File: config.mk
export PLATFORM = sky130hd
export DESIGN_NAME = img_rom_arbiter
export DESIGN_NICKNAME = d
export VERILOG_FILES = /design/src/rtl/img_rom_arbiter.sv
export SDC_FILE = /design/constraint.sdc
export NUM_CORES = 1
export LEC_CHECK = 0
export CORE_MARGIN = 5
export CORE_UTILIZATION = 35
export DETAILED_ROUTE_END_ITERATION = 16
export GPL_TIMING_DRIVEN = 0
export HOLD_SLACK_MARGIN = 0.08
export PLACE_DENSITY = 0.7
export SLEW_MARGIN = 10
export SYNTH_ARGS = -nofsm -noshare
export SYNTH_HDL_FRONTEND = slang
export SYNTH_SLANG_ARGS = --single-unit
File: constraint.sdc
create_clock -name clk -period 1.95 [get_ports clk]
set_input_delay 0.39 -clock clk [delete_from_list [all_inputs] [get_ports clk]]
set_output_delay 0.39 -clock clk [all_outputs]
set_load 0.05 [all_outputs]
File: src/rtl/img_rom_arbiter.sv
// Shares the single-port image ROM between the display scan reader (strict priority)
// and an auxiliary req/gnt reader with out-of-range flagging and a starvation monitor.
module img_rom_arbiter #(
    parameter int          ADDR_W     = 17,
    parameter int          DATA_W     = 16,
    parameter int unsigned ROM_DEPTH  = 76800,
    parameter int          STARVE_MAX = 64
) (
    input  logic              clk,
    input  logic              reset,
    input  logic              disp_req,
    input  logic [ADDR_W-1:0] disp_addr,
    output logic              disp_valid,
    output logic [DATA_W-1:0] disp_data,
    input  logic              aux_req,
    input  logic [ADDR_W-1:0] aux_addr,
    output logic              aux_gnt,
    output logic              aux_valid,
    output logic [DATA_W-1:0] aux_data,
    output logic              aux_err,
    output logic              aux_starved,
    input  logic              starve_clr,
    output logic [ADDR_W-1:0] rom_addr,
    input  logic [DATA_W-1:0] rom_data
);

    typedef enum logic [1:0] {
        OWN_NONE    = 2'd0,
        OWN_DISP    = 2'd1,
        OWN_AUX     = 2'd2,
        OWN_AUX_OOR = 2'd3
    } owner_e;

    localparam logic [ADDR_W:0] ROM_DEPTH_EXT = ROM_DEPTH[ADDR_W:0];
    localparam logic [7:0]      STARVE_LAST   = 8'(STARVE_MAX - 1);
    localparam logic [7:0]      WAIT_SAT      = 8'hFF;

    owner_e            owner_d, owner_q;
    logic [ADDR_W-1:0] last_addr_d, last_addr_q;
    logic [DATA_W-1:0] disp_data_d, disp_data_q;
    logic [DATA_W-1:0] aux_data_d, aux_data_q;
    logic [7:0]        wait_cnt_d, wait_cnt_q;
    logic              aux_starved_d, aux_starved_q;
    logic              aux_in_range;
    logic              aux_waiting;
    logic              starve_set;

    // Issue decision: DISP wins outright; the address bus parks on its last value when idle.
    always_comb begin
        // NOTE: every always_comb output gets a default first so no path can infer a latch.
        owner_d      = OWN_NONE;
        aux_gnt      = 1'b0;
        rom_addr     = last_addr_q;
        aux_in_range = ({1'b0, aux_addr} < ROM_DEPTH_EXT);
        if (!reset) begin
            rom_addr = '0;
        end else if (disp_req) begin
            owner_d  = OWN_DISP;
            rom_addr = disp_addr;
        end else if (aux_req) begin
            aux_gnt = 1'b1;
            if (aux_in_range) begin
                owner_d  = OWN_AUX;
                rom_addr = aux_addr;
            end else begin
                owner_d  = OWN_AUX_OOR;
                rom_addr = '0;
            end
        end
        last_addr_d = rom_addr;
    end

    // Return path: the owner recorded last cycle claims the ROM data; a reset cycle
    // squashes whatever read was in flight.
    always_comb begin
        disp_valid = reset && (owner_q == OWN_DISP);
        aux_valid  = reset && ((owner_q == OWN_AUX) || (owner_q == OWN_AUX_OOR));
        aux_err    = reset && (owner_q == OWN_AUX_OOR);
        disp_data  = disp_valid ? rom_data : disp_data_q;
        aux_data   = aux_data_q;
        if (aux_valid) begin
            aux_data = aux_err ? '0 : rom_data;
        end
        disp_data_d = disp_data;
        aux_data_d  = aux_data;
    end

    // Starvation monitor: counts consecutive ungranted AUX cycles within one request.
    always_comb begin
        aux_waiting = aux_req && !aux_gnt;
        wait_cnt_d  = '0;
        if (aux_waiting) begin
            wait_cnt_d = (wait_cnt_q == WAIT_SAT) ? wait_cnt_q : wait_cnt_q + 8'd1;
        end
        starve_set    = aux_waiting && (wait_cnt_q == STARVE_LAST);
        aux_starved_d = aux_starved_q;
        if (starve_set) begin
            aux_starved_d = 1'b1;
        end else if (starve_clr) begin
            aux_starved_d = 1'b0;
        end
    end

    assign aux_starved = aux_starved_q;

    always_ff @(posedge clk) begin
        // NOTE: sequential state uses non-blocking assignments only, so every flop samples
        // the values from before this edge regardless of statement order.
        if (!reset) begin
            owner_q       <= OWN_NONE;
            last_addr_q   <= '0;
            disp_data_q   <= '0;
            aux_data_q    <= '0;
            wait_cnt_q    <= '0;
            aux_starved_q <= 1'b0;
        end else begin
            owner_q       <= owner_d;
            last_addr_q   <= last_addr_d;
            disp_data_q   <= disp_data_d;
            aux_data_q    <= aux_data_d;
            wait_cnt_q    <= wait_cnt_d;
            aux_starved_q <= aux_starved_d;
        end
    end

endmodule

# After elaboration in Yosys (flattened, before gate mapping)
# Index checks and enable logic that the tools add are counted.
# Widths: inputs -> output; s select.
[classes]
add_sub_neg = 1
order_cmp = 1
eq_ne = 5
mux = 15
bitwise_logic = 2
reduce_logical = 10
[ops]
columns = ["operator", "count"]
rows = [
  ["$mux 17", 4],
  ["$mux 16", 3],
  ["$lt 17x17->1 const B", 1],
  ["$add 8x1->8 const B", 1],
  ["$eq 8x6->1 const B", 1],
  ["$eq 8x8->1 const B", 1],
  ["$mux 1", 8],
  ["$logic_and 1x1->1", 5],
  ["$eq 2x2->1 const B", 2],
  ["$reduce_or 3->1", 1],
  ["$eq 2x1->1 const B", 1],
  ["$not 1->1", 2],
  ["$reduce_and 2->1", 1],
  ["$reduce_bool 2->1", 1],
  ["$logic_not 1->1", 1],
  ["$logic_or 1x1->1", 1],
]
[word_totals]
regBits = 60
inputBits = 55
out_inout_bits = 54
word_cells = 41

# Longest topological paths before layout
# Gate-level depths: netlist of run 1.
[logic_depth]
depth_word = 7
mapped_depth = 5
ltp_nobuf = 4

# Worst setup path after synthesis of run 1
# No wires, ideal clock.
[synth_path]
path_type = "input -> output"
from = "input port aux_req"
to = "output port rom_addr[6]"
t_arrival_ns = 2.123
required_time_ns = 1.560
slack_ns = -0.563
path_stages = 5
path_buffers = 3
path_cell_list = "buf_2 buf_2 buf_2 nand4_1 o21ai_0"
[synth_between]
elab_chain_cells = 3
[synth_lines]
columns = ["item", "line", "rtl"]
rows = [
  ["from (decl)", "15", "input logic aux_req,"],
  ["$mux 17", "60", "end else if (aux_req) begin"],
  ["$mux 17", "57", "end else if (disp_req) begin"],
  ["$mux 17", "55", "if (!reset) begin"],
  ["to (decl)", "23", "output logic [ADDR_W-1:0] rom_addr,"],
]
# Every way passes these cells.

# Worst setup path after layout of run 1
[layout_path]
from = "register owner_q[1]"
to = "output port disp_data[9]"
[layout_between]
elab_chain_cells = 3
[layout_lines]
columns = ["item", "line", "rtl"]
rows = [
  ["from (decl)", "38", "owner_e owner_d, owner_q;"],
  ["from (signal assigned)", "117", "owner_q <= owner_d;"],
  ["$eq 2x1->1", "76", "disp_valid = reset && (owner_q == OWN_DISP);"],
  ["$logic_and 1x1->1", "76", ""],
  ["$mux 16", "79", "disp_data = disp_valid ? rom_data : disp_data_q;"],
  ["to (decl)", "14", "output logic [DATA_W-1:0] disp_data,"],
]
# Every way passes these cells.

==> metrics.cfg, run 1 <==
[die]
die_w_um = 106
num_io_pins = 109
dieArea_um2 = 11300
die_h_um = 106
rows = 35
initial_utilization_pct = 35.5
core-area_um2 = 9150

[synth]
syn_inst = 378
synth_top_area_share_pct = 37.0
synthTopCellsByArea = dfxtp_1 37%, o21ai_0 6.9%, and2_1 6.2%
avgSynthCellArea_um2 = 8.59
netlist_area_um2 = 3250
synth-seq-cells = 60
yosysWarningCount = 0
synth_fp_nets = 434
yosys.area.top_type = dfxtp_1
synthArstFlopShare_pct = 0
netlist-cell-type-count = 42
synth_edf_count = 0
ys.flop_type = dfxtp_1
synth_seq_area_share_pct = 37.0

[finish]
seq_area_um2 = 1210
final_area_um2 = 5270
layout_common_cells = 58 x dfxtp_1, 34 x buf_4, 34 x clkdlybuf4s50_1
fillers = 783
multi_input_area_um2 = 2150
drive_gt1_share_pct = 34.7
layout_commonest_cell = dfxtp_1
final_nets = 565
post-route-util_pct = 57.6
antennaDiodeCount = 0
area.growth.synth_to_final_pct = 62.2

[global_route]
grt-ovfl-total = 0
antenna_found_initial = 0
grt_pass1_vias = 3227
grt_use_total_pct = 17.7
grt_max_degree = 11
grt_pass1_wl_um = 16100

[route]
drt_iter0_drc = 187
drt-met1-wl_um = 4520
routed.top_layer = met4
wl_met3_um = 627
drtPass1Iterations = 4
drcViolationCount = 0
wl_met2_um = 4970
wl_per_cell_um = 16.5
drt_wl_total_um = 10300
num_vias = 3246
antenna_left = 0
vias_per_cell = 5.20

[sta]
whs_ns = 0.432
drv_slew = 0
hold_viol = 0
setup_slack_ns = -0.0192
setup_viol = 7
rsz0062_at_grt = yes
worst_pin_slew_ns = 0.491
skew_ns = 0.00930
worst_slew_margin_rel_pct = 67.1
fin_crit_sh_pct = 101
period_minus_slack_ns = 1.97
fmax_mhz = 508

[status]
violations = negative setup slack
status = finished, violations left

[worst_setup_path]
cp_top_family = flip-flops
max_stage_delay_ns = 0.36
cp_cell_sequence = nand3b_4 > clkbuf_16 > mux2_4 > buf_8
endpoint_kind = output pin
regToRegStartpoint = wait_cnt_q[0]
path_depth = 4
cp_max_fo = 6
r2r-end = wait_cnt_q[5]
cp-endpoint = disp_data[9]
path_buf_inv = 2
required_ns = 1.56
reg2reg_depth = 5
slowest_stage = dfxtp_4
cp.arrival_ns = 1.58
cp-start-kind = flip-flop
path_class = flip-flop to output pin
startpoint = owner_q[1]
r2r_slack_ns = 0.23

[cts]
clkSinkCount = 60
postCtsHoldBufs = 0
path_clk_slew_ns = 0.07
h-tree-depth = 3
cts_buffers = 9
cts_tree = yes
root_buffer = clkbuf_8
cts_buffer_depth = 2
clock_latency_ns = 0.34

[min_path]
hold_path_class = input port to flip-flop

[placement]
io_buffers = 106
dp_slack_ns = -1.42
dp_hpwl_um = 7120
gp_congestion = 0.826
place_area_um2 = 4550

[power]
p_total_mw = 3.65
p_leak_nw = 2.30
power_density_nw_per_um2 = 692
ir_drop_uv = 371

[run]
timing.max_cap.violations = 0

-- registers in the layout, summed over array words and instances, names as in the netlist --
signal	count
aux_data_q	16
disp_data_q	16
last_addr_q	17
wait_cnt_q	8
aux_starved	1
owner_q	2
-- layer usage --
metal | GRT usage, % | vias up
met2 | 29.8 | 114
li1 | - | 1597
met5 | 0 | -
met4 | 6.11 | 0
met3 | 4.49 | 20
met1 | 21.9 | 1515
-- worst min-delay path, cell delays in order --
cell and delay [ns]:
dlymetal6s2s_1 0.13, nand4_1 0.13, o21ai_0 0.07
-- how the worst min path moves through the flow --
stage,start,end,slack (ns),cells past startpoint
3_5_place_dp,aux_starved,aux_starved,0.46,2
4_1_cts,aux_starved,aux_starved,0.46,2
6_report,aux_addr[5],last_addr_q[5],0.43,3
3_3_place_gp,aux_starved,aux_starved,0.45,2
5_1_grt,aux_addr[5],last_addr_q[5],0.45,3
2_1_floorplan,wait_cnt_q[1],wait_cnt_q[1],0.47,2
-- cell families (layout without fill, tap and decap cells) --
| kind of cell | count (synthesis) | count (layout) | synth area share (%) |
|---|---|---|---|
| adder cells (fa/ha/maj) | 1 | 1 | 0.385 |
| buffers and inverters | 53 | 188 | 6.97 |
| flip-flops | 60 | 60 | 37.0 |
| AND/OR/NAND/NOR | 144 | 144 | 27.0 |
| multiplexers | 33 | 33 | 11.9 |
| AO/OA/AOI/OAI | 87 | 87 | 16.8 |
-- power by group --
| part | internal [mW] | switching [mW] |
|---|---|---|
| Clock | 0.873 | 0.509 |
| Sequential | 1.28 | 0.0159 |
| Combinational | 0.418 | 0.552 |
-- synth_stat cells, types with 8 or more instances --
master / number
buf_2: 8
nand2_1: 19
nand4_1: 15
o21ai_0: 45
clkbuf_1: 17
nand2b_1: 28
mux2i_1: 16
nor2b_1: 13
a21oi_1: 10
mux2_4: 9
dfxtp_1: 60
inv_1: 23
and2_1: 32
and3b_1: 12
-- per-stage QoR --
stage	TNS (ns)	std cells
floorplan	-1.42	378
global placement	-43.98	595
detailed placement	-44.52	595
CTS	-0.543	618
global route	-1.51	624
finish	-0.0844	624
-- final cells by class --
class,instances,share of cell area [%]
Buffer,29,5.25
Clock buffer,10,2.61
Clock inverter,5,1.90
Multi-Input combinational cell,265,40.8
Tap cell,111,2.64
Sequential cell,60,22.9
Timing Repair Buffer,121,22.3
Inverter,23,1.64
-- what timing repair did --
item	CTS	global route
gates resized for setup	420	58
pin swaps	4	19
setup endpoints to repair	57	52
setup buffers	6	6
cloned	2	1
hold endpoints to repair	0	0
Note: power is estimated with default switching activity, not from simulation.
==> inputs of run 2 (changes only) <==
Settings changed: SLEW_MARGIN 10 to not set.
Clock period 1.95 ns to 2.4 ns, I/O delays scaled along.
==> metrics.cfg, run 2 (same netlist as run 1, synthesis figures left out) <==
[status]
status = completed

[sta]
hold_viol = 0  ; unchanged
skew_ns = 0.00712  ; -0.00218 ns
drv_slew = 0  ; unchanged
setup_slack_ns = 0.0426  ; +0.0618 ns
setup_viol = 0  ; -7
fmax_mhz = 424
fin_crit_sh_pct = 98.2
worst_slew_margin_rel_pct = 65.9  ; -1.3 points
worst_pin_slew_ns = 0.512  ; +0.0209 ns
period_minus_slack_ns = 2.36

[die]
die_w_um = 106  ; unchanged
dieArea_um2 = 11300  ; unchanged
rows = 35  ; unchanged
die_h_um = 106  ; unchanged
num_io_pins = 109  ; unchanged
core-area_um2 = 9150  ; unchanged
initial_utilization_pct = 35.5  ; unchanged

[finish]
final_nets = 553  ; -2.1%
antennaDiodeCount = 0  ; unchanged
drive_gt1_share_pct = 21.9  ; -13 points
layout_commonest_cell = dfxtp_1
top_regs = last_addr_q: 17 flops, aux_data_q: 16 flops, disp_data_q: 16 flops
layout_common_cells = 60 x dfxtp_1, 48 x clkdlybuf4s50_1, 32 x and2_1
fin_cells = 613  ; -1.8%
post-route-util_pct = 51.2  ; -6.4 points
largest_reg_flops = 17  ; unchanged
area.growth.synth_to_final_pct = 44.2
regMostFlops = last_addr_q

[global_route]
grt_pass1_wl_um = 15700  ; -2.5%
antenna_found_initial = 0  ; unchanged
grt-ovfl-total = 0  ; unchanged
grt_use_total_pct = 16.9  ; -0.85 points
grt_pass1_vias = 3322  ; +2.9%
grt_max_degree = 12  ; +1

[min_path]
hold_end = aux_starved
worstHoldStart = aux_starved
hold_path_class = flip-flop to flip-flop
hold_path_depth = 2  ; -1

[placement]
gp_congestion = 0.859  ; +3.9%
io_buffers = 106  ; unchanged
dp_hpwl_um = 6920  ; -2.8%
place_inst = 595  ; unchanged
dp_slack_ns = -1.09  ; +0.336 ns

[worst_setup_path]
reg2reg_depth = 5  ; unchanged
cp.arrival_ns = 1.88  ; +0.30 ns
startpoint = aux_addr[12]
cp_top_family = buffers and inverters
cp_cell_sequence = clkdlybuf4s50_1 > a21oi_4 > o21ai_4 > clkbuf_8 > o21ai_0 > buf_4
required_ns = 1.92  ; +0.36 ns
slowest_stage = clkdlybuf4s50_1
path_class = input port to output pin
regToRegStartpoint = wait_cnt_q[0]
r2r-end = wait_cnt_q[5]
max_stage_delay_ns = 0.53  ; +0.17 ns
cp_max_fo = 10  ; +4
r2r_slack_ns = 0.74  ; +0.51 ns
path_buf_inv = 3  ; +1
cp-start-kind = input port
endpoint_kind = output pin

[route]
drt_iter0_drc = 109  ; -42%
drtPass1Iterations = 4  ; unchanged
num_vias = 3184  ; -1.9%
antenna_left = 0  ; unchanged
drcViolationCount = 0  ; unchanged
wl_per_cell_um = 15.5  ; -6.1%
vias_per_cell = 5.19  ; -0.15%
drt_wl_total_um = 9500  ; -7.8%

[power]
p_leak_nw = 2.01  ; -12%
ir_drop_uv = 317  ; -15%
p_total_mw = 2.74  ; -25%
power_density_nw_per_um2 = 585  ; -15%

[cts]
cts_buffer_depth = 2  ; unchanged
clkSinkCount = 60  ; unchanged
cts_tree = yes
h-tree-depth = 3  ; unchanged
clock_latency_ns = 0.33  ; about the same
root_buffer = clkbuf_8
path_clk_slew_ns = 0.07  ; about the same
cts_buffers = 9  ; unchanged

[run]
timing.max_cap.violations = 0  ; unchanged

[run 2: changes by cell type in the layout (fill, tap and decap cells not counted), sizes merged]
| cell | change |
|---|---|
| inv | +1 |
| dlymetal6s2s | -7 |
| clkdlybuf4s18 | +3 |
| clkbuf | +4 |
| clkdlybuf4s15 | +8 |
| buf | -39 |
| clkdlybuf4s50 | +14 |
| clkinvlp | +1 |
| bufinv | -1 |
| dlygate4sd2 | +5 |
[run 2: per-layer routing]
layer  GRT usage, %  share of wire (%)  up-vias
li1               -                  -     1567
met1           20.0                 43     1502
met2           29.6                 50      106
met3           4.13                6.2        9
met4           5.74               0.98        0
met5              0                  0        -
[run 2: where the power goes]
group          internal (mW)  leakage [nW]  switching (mW)  total (mW)
registers               1.04         0.491          0.0120        1.05
logic                  0.261          1.41           0.401       0.662
clock network          0.613         0.113           0.415        1.03
[run 2: what timing repair did]
action | in CTS | in global routing
setup buffers | 0 | 2
hold buffers | 0 | 0
pin swaps | 1 | 1
resized for setup | 251 | 32
endpoints found under the setup margin | 53 | 27
[run 2: through the flow]
stage               setup TNS [ns]  cell area, um^2  hold slack (ns)
global placement            -23.45             4450            0.450
CTS                              0             4650            0.463
global route               -0.0346             4680            0.486
floorplan                    -1.09             3250            0.474
detailed placement          -24.19             4450            0.452
finish                           0             4680            0.458
[run 2: worst max-delay path by stage]
| stage | endpoint | slack (ns) | cells past startpoint |
|---|---|---|---|
| 3_3_place_gp | rom_addr[3] | -1.06 | 6 |
| 5_1_grt | aux_data[4] | -0.01 | 5 |
| 2_1_floorplan | rom_addr[2] | -0.27 | 4 |
| 3_5_place_dp | rom_addr[2] | -1.09 | 6 |
| 4_1_cts | rom_addr[4] | 0.001 | 6 |
| 6_report | rom_addr[4] | 0.04 | 6 |
[run 2: worst min-delay path, stage by stage (launching register included)]
cell and delay [ns]:
dfxtp_1 0.31, nand2_1 0.05, o2bb2ai_1 0.06
[run 2: final cells by class]
cell class              count  area [um^2]
clock inverters             6         86.3
plain buffers              30          184
repair buffers            108          972
flip-flops and latches     60         1200
fillers                   869         4470
multi-input cells         265         1880
well taps                 111          139
inverters                  23         86.3
clock buffers              10          138
